[src/rtl/spim_param_if.sv]
// Request/response handshake and SPI pin bundle for spim_param.
// The master modport is the controller's view; slave is the requester/pin-side view.
interface spim_param_if #(
   parameter int DATA_W = 8,
   parameter int NUM_SS = 4
);
   localparam int SSW = (NUM_SS > 1) ? $clog2(NUM_SS) : 1;

   logic              start;
   logic              ready;
   logic [1:0]        mode;
   logic              lsb_first;
   logic [SSW-1:0]    ss_sel;
   logic [DATA_W-1:0] txdata;
   logic [DATA_W-1:0] rxdata;
   logic              finish;
   logic              sclk;
   logic              mosi;
   logic [NUM_SS-1:0] ss_n;
   logic              miso;

   modport master (
      input  start, mode, lsb_first, ss_sel, txdata, miso,
      output ready, rxdata, finish, sclk, mosi, ss_n
   );

   modport slave (
      output start, mode, lsb_first, ss_sel, txdata, miso,
      input  ready, rxdata, finish, sclk, mosi, ss_n
   );
endinterface

[src/rtl/spim_param.sv]
// Parameterised single-frame SPI master: all four modes, selectable bit order,
// one-hot active-low slave select, SCLK derived from clk by CLK_DIV.
module spim_param #(
   parameter int DATA_W  = 8,
   parameter int CLK_DIV = 2,
   parameter int NUM_SS  = 4
) (
   input  logic         clk,
   input  logic         rst,
   spim_param_if.master bus
);
   localparam int SSW    = (NUM_SS > 1) ? $clog2(NUM_SS) : 1;
   localparam int DIV_W  = (CLK_DIV > 1) ? $clog2(CLK_DIV) : 1;
   localparam int EDGE_W = $clog2(2 * DATA_W + 1);

   typedef enum logic [1:0] {IDLE, SETUP, SHIFT, HOLD} state_t;

   state_t            state, state_nxt;
   logic [DIV_W-1:0]  div_cnt, div_cnt_nxt;
   logic [EDGE_W-1:0] edge_cnt, edge_cnt_nxt;
   logic              sclk_q, sclk_nxt;
   logic              mosi_q, mosi_nxt;
   logic              finish_q, finish_nxt;
   logic [NUM_SS-1:0] ss_n_q, ss_n_nxt;
   logic [DATA_W-1:0] tx_sh, tx_sh_nxt;
   logic [DATA_W-1:0] rx_sh, rx_sh_nxt;
   logic [DATA_W-1:0] rxdata_q, rxdata_nxt;
   logic              cpol, cpol_nxt;
   logic              cpha, cpha_nxt;
   logic              lsb, lsb_nxt;

   logic div_done;
   logic last_edge;
   logic leading;
   logic sample;
   logic drive;

   assign div_done  = (div_cnt == DIV_W'(CLK_DIV - 1));
   assign last_edge = (edge_cnt == EDGE_W'(2 * DATA_W - 1));
   // Edges are numbered from 0, so even-numbered toggles are leading edges.
   assign leading   = ~edge_cnt[0];
   assign sample    = leading ^ cpha;
   assign drive     = ~sample & ~last_edge;

   always_comb begin
      state_nxt    = state;
      div_cnt_nxt  = div_cnt;
      edge_cnt_nxt = edge_cnt;
      sclk_nxt     = sclk_q;
      mosi_nxt     = mosi_q;
      finish_nxt   = 1'b0;
      ss_n_nxt     = ss_n_q;
      tx_sh_nxt    = tx_sh;
      rx_sh_nxt    = rx_sh;
      rxdata_nxt   = rxdata_q;
      cpol_nxt     = cpol;
      cpha_nxt     = cpha;
      lsb_nxt      = lsb;

      unique case (state)
         IDLE: begin
            sclk_nxt = bus.mode[1];
            if (bus.start) begin
               state_nxt    = SETUP;
               div_cnt_nxt  = '0;
               edge_cnt_nxt = '0;
               cpol_nxt     = bus.mode[1];
               cpha_nxt     = bus.mode[0];
               lsb_nxt      = bus.lsb_first;
               rx_sh_nxt    = '0;
               tx_sh_nxt    = bus.txdata;
               for (int unsigned i = 0; i < NUM_SS; i++) begin
                  if (bus.ss_sel == SSW'(i)) ss_n_nxt[i] = 1'b0;
               end
               // CPHA=0 presents the first bit before any SCLK edge.
               if (!bus.mode[0]) begin
                  mosi_nxt  = bus.lsb_first ? bus.txdata[0] : bus.txdata[DATA_W-1];
                  tx_sh_nxt = bus.lsb_first ? (bus.txdata >> 1) : (bus.txdata << 1);
               end
            end
         end

         SETUP: begin
            div_cnt_nxt = div_cnt + 1'b1;
            if (div_done) begin
               div_cnt_nxt = '0;
               state_nxt   = SHIFT;
            end
         end

         SHIFT: begin
            div_cnt_nxt = div_cnt + 1'b1;
            if (div_done) begin
               div_cnt_nxt  = '0;
               sclk_nxt     = ~sclk_q;
               edge_cnt_nxt = edge_cnt + 1'b1;
               if (sample) begin
                  rx_sh_nxt = lsb ? {bus.miso, rx_sh[DATA_W-1:1]}
                                  : {rx_sh[DATA_W-2:0], bus.miso};
               end
               if (drive) begin
                  mosi_nxt  = lsb ? tx_sh[0] : tx_sh[DATA_W-1];
                  tx_sh_nxt = lsb ? (tx_sh >> 1) : (tx_sh << 1);
               end
               if (last_edge) state_nxt = HOLD;
            end
         end

         HOLD: begin
            sclk_nxt    = cpol;
            div_cnt_nxt = div_cnt + 1'b1;
            if (div_done) begin
               div_cnt_nxt = '0;
               state_nxt   = IDLE;
               rxdata_nxt  = rx_sh;
               finish_nxt  = 1'b1;
               ss_n_nxt    = '1;
            end
         end

         default: state_nxt = IDLE;
      endcase
   end

   always_ff @(posedge clk) begin
      if (rst) begin
         state    <= IDLE;
         div_cnt  <= '0;
         edge_cnt <= '0;
         sclk_q   <= 1'b0;
         mosi_q   <= 1'b0;
         finish_q <= 1'b0;
         ss_n_q   <= '1;
         tx_sh    <= '0;
         rx_sh    <= '0;
         rxdata_q <= '0;
         cpol     <= 1'b0;
         cpha     <= 1'b0;
         lsb      <= 1'b0;
      end else begin
         state    <= state_nxt;
         div_cnt  <= div_cnt_nxt;
         edge_cnt <= edge_cnt_nxt;
         sclk_q   <= sclk_nxt;
         mosi_q   <= mosi_nxt;
         finish_q <= finish_nxt;
         ss_n_q   <= ss_n_nxt;
         tx_sh    <= tx_sh_nxt;
         rx_sh    <= rx_sh_nxt;
         rxdata_q <= rxdata_nxt;
         cpol     <= cpol_nxt;
         cpha     <= cpha_nxt;
         lsb      <= lsb_nxt;
      end
   end

   assign bus.ready  = (state == IDLE);
   assign bus.sclk   = sclk_q;
   assign bus.mosi   = mosi_q;
   assign bus.ss_n   = ss_n_q;
   assign bus.finish = finish_q;
   assign bus.rxdata = rxdata_q;
endmodule

[src/flat_wrapper.sv]
// flat-port wrapper written by rule: the top's interface ports become plain ports
module spim_param_flat 
#(
   parameter int DATA_W  = 8,
   parameter int CLK_DIV = 2,
   parameter int NUM_SS  = 4
)
  (clk, rst, bus_start, bus_mode, bus_lsb_first, bus_ss_sel, bus_txdata, bus_miso, bus_ready, bus_rxdata, bus_finish, bus_sclk, bus_mosi, bus_ss_n);
  spim_param_if #(.DATA_W(DATA_W), .NUM_SS(NUM_SS)) bus_i ();
  input  logic clk;
  input  logic rst;
  input wire logic [$bits(bus_i.start)-1:0] bus_start;
  input wire logic [$bits(bus_i.mode)-1:0] bus_mode;
  input wire logic [$bits(bus_i.lsb_first)-1:0] bus_lsb_first;
  input wire logic [$bits(bus_i.ss_sel)-1:0] bus_ss_sel;
  input wire logic [$bits(bus_i.txdata)-1:0] bus_txdata;
  input wire logic [$bits(bus_i.miso)-1:0] bus_miso;
  output wire logic [$bits(bus_i.ready)-1:0] bus_ready;
  output wire logic [$bits(bus_i.rxdata)-1:0] bus_rxdata;
  output wire logic [$bits(bus_i.finish)-1:0] bus_finish;
  output wire logic [$bits(bus_i.sclk)-1:0] bus_sclk;
  output wire logic [$bits(bus_i.mosi)-1:0] bus_mosi;
  output wire logic [$bits(bus_i.ss_n)-1:0] bus_ss_n;
  assign bus_i.start = bus_start;
  assign bus_i.mode = bus_mode;
  assign bus_i.lsb_first = bus_lsb_first;
  assign bus_i.ss_sel = bus_ss_sel;
  assign bus_i.txdata = bus_txdata;
  assign bus_i.miso = bus_miso;
  assign bus_ready = bus_i.ready;
  assign bus_rxdata = bus_i.rxdata;
  assign bus_finish = bus_i.finish;
  assign bus_sclk = bus_i.sclk;
  assign bus_mosi = bus_i.mosi;
  assign bus_ss_n = bus_i.ss_n;
  spim_param #(.DATA_W(DATA_W), .CLK_DIV(CLK_DIV), .NUM_SS(NUM_SS)) u_core (.clk(clk), .rst(rst), .bus(bus_i));
endmodule
[config.mk]
export PLATFORM = sky130hd
export DESIGN_NAME = spim_param_flat
export DESIGN_NICKNAME = d
export VERILOG_FILES = /design/src/rtl/spim_param_if.sv /design/src/rtl/spim_param.sv /design/src/flat_wrapper.sv
export SDC_FILE = /design/constraint.sdc
export NUM_CORES = 1
export LEC_CHECK = 0
export CAP_MARGIN = 10
export CORE_MARGIN = 2
export CORE_UTILIZATION = 25
export CTS_BUF_LIST = sky130_fd_sc_hd__clkbuf_4 sky130_fd_sc_hd__clkbuf_8
export DETAILED_ROUTE_END_ITERATION = 8
export GPL_ROUTABILITY_DRIVEN = 0
export PLACE_DENSITY = 0.54
export SYNTH_ARGS = -nofsm -noshare
export SYNTH_HDL_FRONTEND = slang
export SYNTH_SLANG_ARGS = --single-unit
[constraint.sdc]
create_clock -name clk -period 1.8 [get_ports clk]
set_input_delay 0.54 -clock clk [delete_from_list [all_inputs] [get_ports clk]]
set_output_delay 0.54 -clock clk [all_outputs]
set_load 0.005 [all_outputs]
==> results.cfg <==
[routing]
viasPerCell = 4.76
first_pass_iters = 4
routed_wl_mm = 5.86
drtIter0Drc = 92
wl_per_cell_um = 13.6
postRouteAntennaNets = 0
num_vias = 2051
drc = 0

[timing]
min_period_over_period_pct = 99.0
skew_ns = 0.0100
worst_slew_pin_slew_ns = 0.511
rsz0062_at_grt = yes
maxSlewHeadroom_pct = 65.9
finalHoldViolations = 0
fmax_mhz = 561
finalSetupViolations = 0
period_minus_slack_ns = 1.78
slew_violations = 0
whs_ns = 0.462

[critical_path]
required_ns = 2.03
crit_path_top_delay_cell = or3_4
worstPathCellList = ha_4, and3_4, ha_4, nand2b_4, o21a_4, or3_4, o22ai_1
crit_top_cell = ha_4
r2r_cells = 7
criticalPathCategory = reg2reg
path_max_fanout = 6
arrival_ns = 2.02
worst_setup_path_start_kind = flop
slowest_delay_ns = 0.39
worst_setup_path_end_kind = flop

[synth]
synthCells = 259
synth.avg_cell_area_um2 = 8.55
yosys_warnings = 0
ys_seq_elements = 42
synthDistinctLibCells = 39
synthTopCellsByCount = dfxtp_1, nand2_1, a21oi_1, mux2i_1, nor2_1
synth_most_common_cell = dfxtp_1
synth_largest_area_cell = dfxtp_1
ys_seq_area_share_pct = 38.0
syn-num-nets = 282
synth_edf_count = 0
yosys_most_used_dff = dfxtp_1
post-synth-top-area-fraction_pct = 38.0
async_flop_share_pct = 0
syn_area_um2 = 2210
synth_area_leaders = dfxtp_1, mux2i_1, mux2_2

[clocking]
clockRootBuffer = clkbuf_8
h-tree-depth = 2
clock_latency_ns = 0.30
clkSinkCount = 42
numCtsBuffers = 5
cts_tree = done
clockBufferDepth = 2
cts_hold_buf = 0
path_clk_slew_ns = 0.09

[finish]
final_layout_size_suffix_gt1_share_pct = 28.8
syn2layout_area_growth_pct = 43.4
finish.utilization_pct = 36.8
n_antenna_cell = 0
nNetsFinal = 345
fill_cells = 876

[global_routing]
grt_pass1_wl_mm = 9.71
grt_usage_pct = 12.1
grt_max_degree = 21
antenna_found_initial = 0
first_global_vias = 2060
overflow = 0

[worst_hold_path]
min_path_type = reg2reg
worstHoldPathCells = 2

[die]
dieWidth_um = 98.1
dieArea_um2 = 9630
die_h_um = 98.1
core_area_um2 = 8640
fp-row-count = 34
ios = 33
initial_utilization_pct = 25.6

[outcome]
status = finished clean

[job]
cap_violations = 0

[pwr]
ir_drop_mv = 0.414
leakage_nw = 1.11
power_density_nw_per_um2 = 1200

[placed_design]
hpwl_mm = 4.05
portBuffers = 32
[cells in the final DEF, fill, tap and decap left out, types with 5 or more instances in the layout]
cell	netlist	final
buf_4	0	41
dfxtp_1	42	38
nand2_1	32	32
clkdlybuf4s50_1	0	30
a21oi_1	25	24
mux2i_1	17	16
nor2_1	15	14
mux2_2	12	12
o21ai_0	11	11
nand2b_1	10	9
nand3_1	6	6
o21bai_1	5	5
nor2b_1	6	5
o2bb2ai_1	9	5
clkbuf_8	0	5
[logic make-up after synthesis]
family / after synthesis / synth area share, %
simple gates: 84 / 18.5
compound gates: 73 / 21.1
mux: 29 / 13.8
flops: 42 / 38.0
xor+xnor: 3 / 1.19
fa+ha+maj: 6 / 3.39
buf+inv: 22 / 4.07
[what timing repair did]
| item | in CTS | in global routing |
|---|---|---|
| setup buffers | 4 | 1 |
| gates resized for setup | 15 | 19 |
| endpoints found under the setup margin | 9 | 19 |
| pin swaps | 9 | 4 |
[metal layers]
layer | vias up | routed length [um] | GRT usage (%) | part of all wire, %
li1 | 1047 | - | - | -
met1 | 973 | 2780 | 15.0 | 47
met2 | 29 | 2860 | 21.3 | 49
met3 | 2 | 180 | 2.93 | 3.1
met4 | 0 | 34 | 2.88 | 0.58
met5 | - | 0 | 0 | 0
[flip-flops by register name, indices dropped and copies added (netlist names)]
register,cells
u_core.state,2
u_core.tx_sh,8
u_core.bus.rxdata,8
u_core.bus.finish,1
u_core.cpol,1
u_core.bus.sclk,1
u_core.div_cnt,1
u_core.cpha,1
u_core.bus.mosi,1
u_core.rx_sh,8
u_core.edge_cnt,5
u_core.lsb,1
u_core.bus.ss_n,4
[report_power, final]
group / switching [W] / internal, W / leakage [nW]
clock: 0.000374 / 0.000281 / 0.0447
sequential: 0.000164 / 0.00110 / 0.344
combinational: 0.000936 / 0.000967 / 0.725
total: 0.00148 / 0.00235 / 1.11
[critical path: cells and delay by family (launching register included)]
family	cells	cell delay (ns)
compound gates	2	0.37
fa+ha+maj	2	0.30
flops	1	0.35
simple gates	3	0.70
[metrics by stage]
stage	instances	TNS, ns	setup WS (ns)	area (um^2)	power, W
6_report	431	0	0.0176	3180	0.00382
5_1_grt	431	-0.175	-0.0402	3180	0.00408
2_1_floorplan	259	0	0.0159	2230	0.00217
3_3_place_gp	419	-4.56	-0.388	2890	0.00289
4_1_cts	431	-0.187	-0.0386	3070	0.00367
3_5_place_dp	419	-4.65	-0.390	2890	0.00290
[worst paths after layout]
kind                                             end  slack [ns]                 start
worst max-delay path                 u_core.tx_sh[3]        0.02    u_core.edge_cnt[0]
worst min-delay path            u_core.bus.rxdata[7]        0.46  u_core.bus.rxdata[7]
worst max register to register       u_core.tx_sh[3]        0.02    u_core.edge_cnt[0]
worst min register to register  u_core.bus.rxdata[7]        0.46  u_core.bus.rxdata[7]
[cell type report]
cell class	count	area, um^2	share of cell area (%)
inverter	4	15.0	0.473
clock buffer	5	68.8	2.17
tap	108	135	4.25
timing repair buffer	74	637	20.0
multi-input combinational	195	1450	45.6
sequential	42	846	26.6
clock inverter	3	25.0	0.788
(Power assumes the default switching activity.)
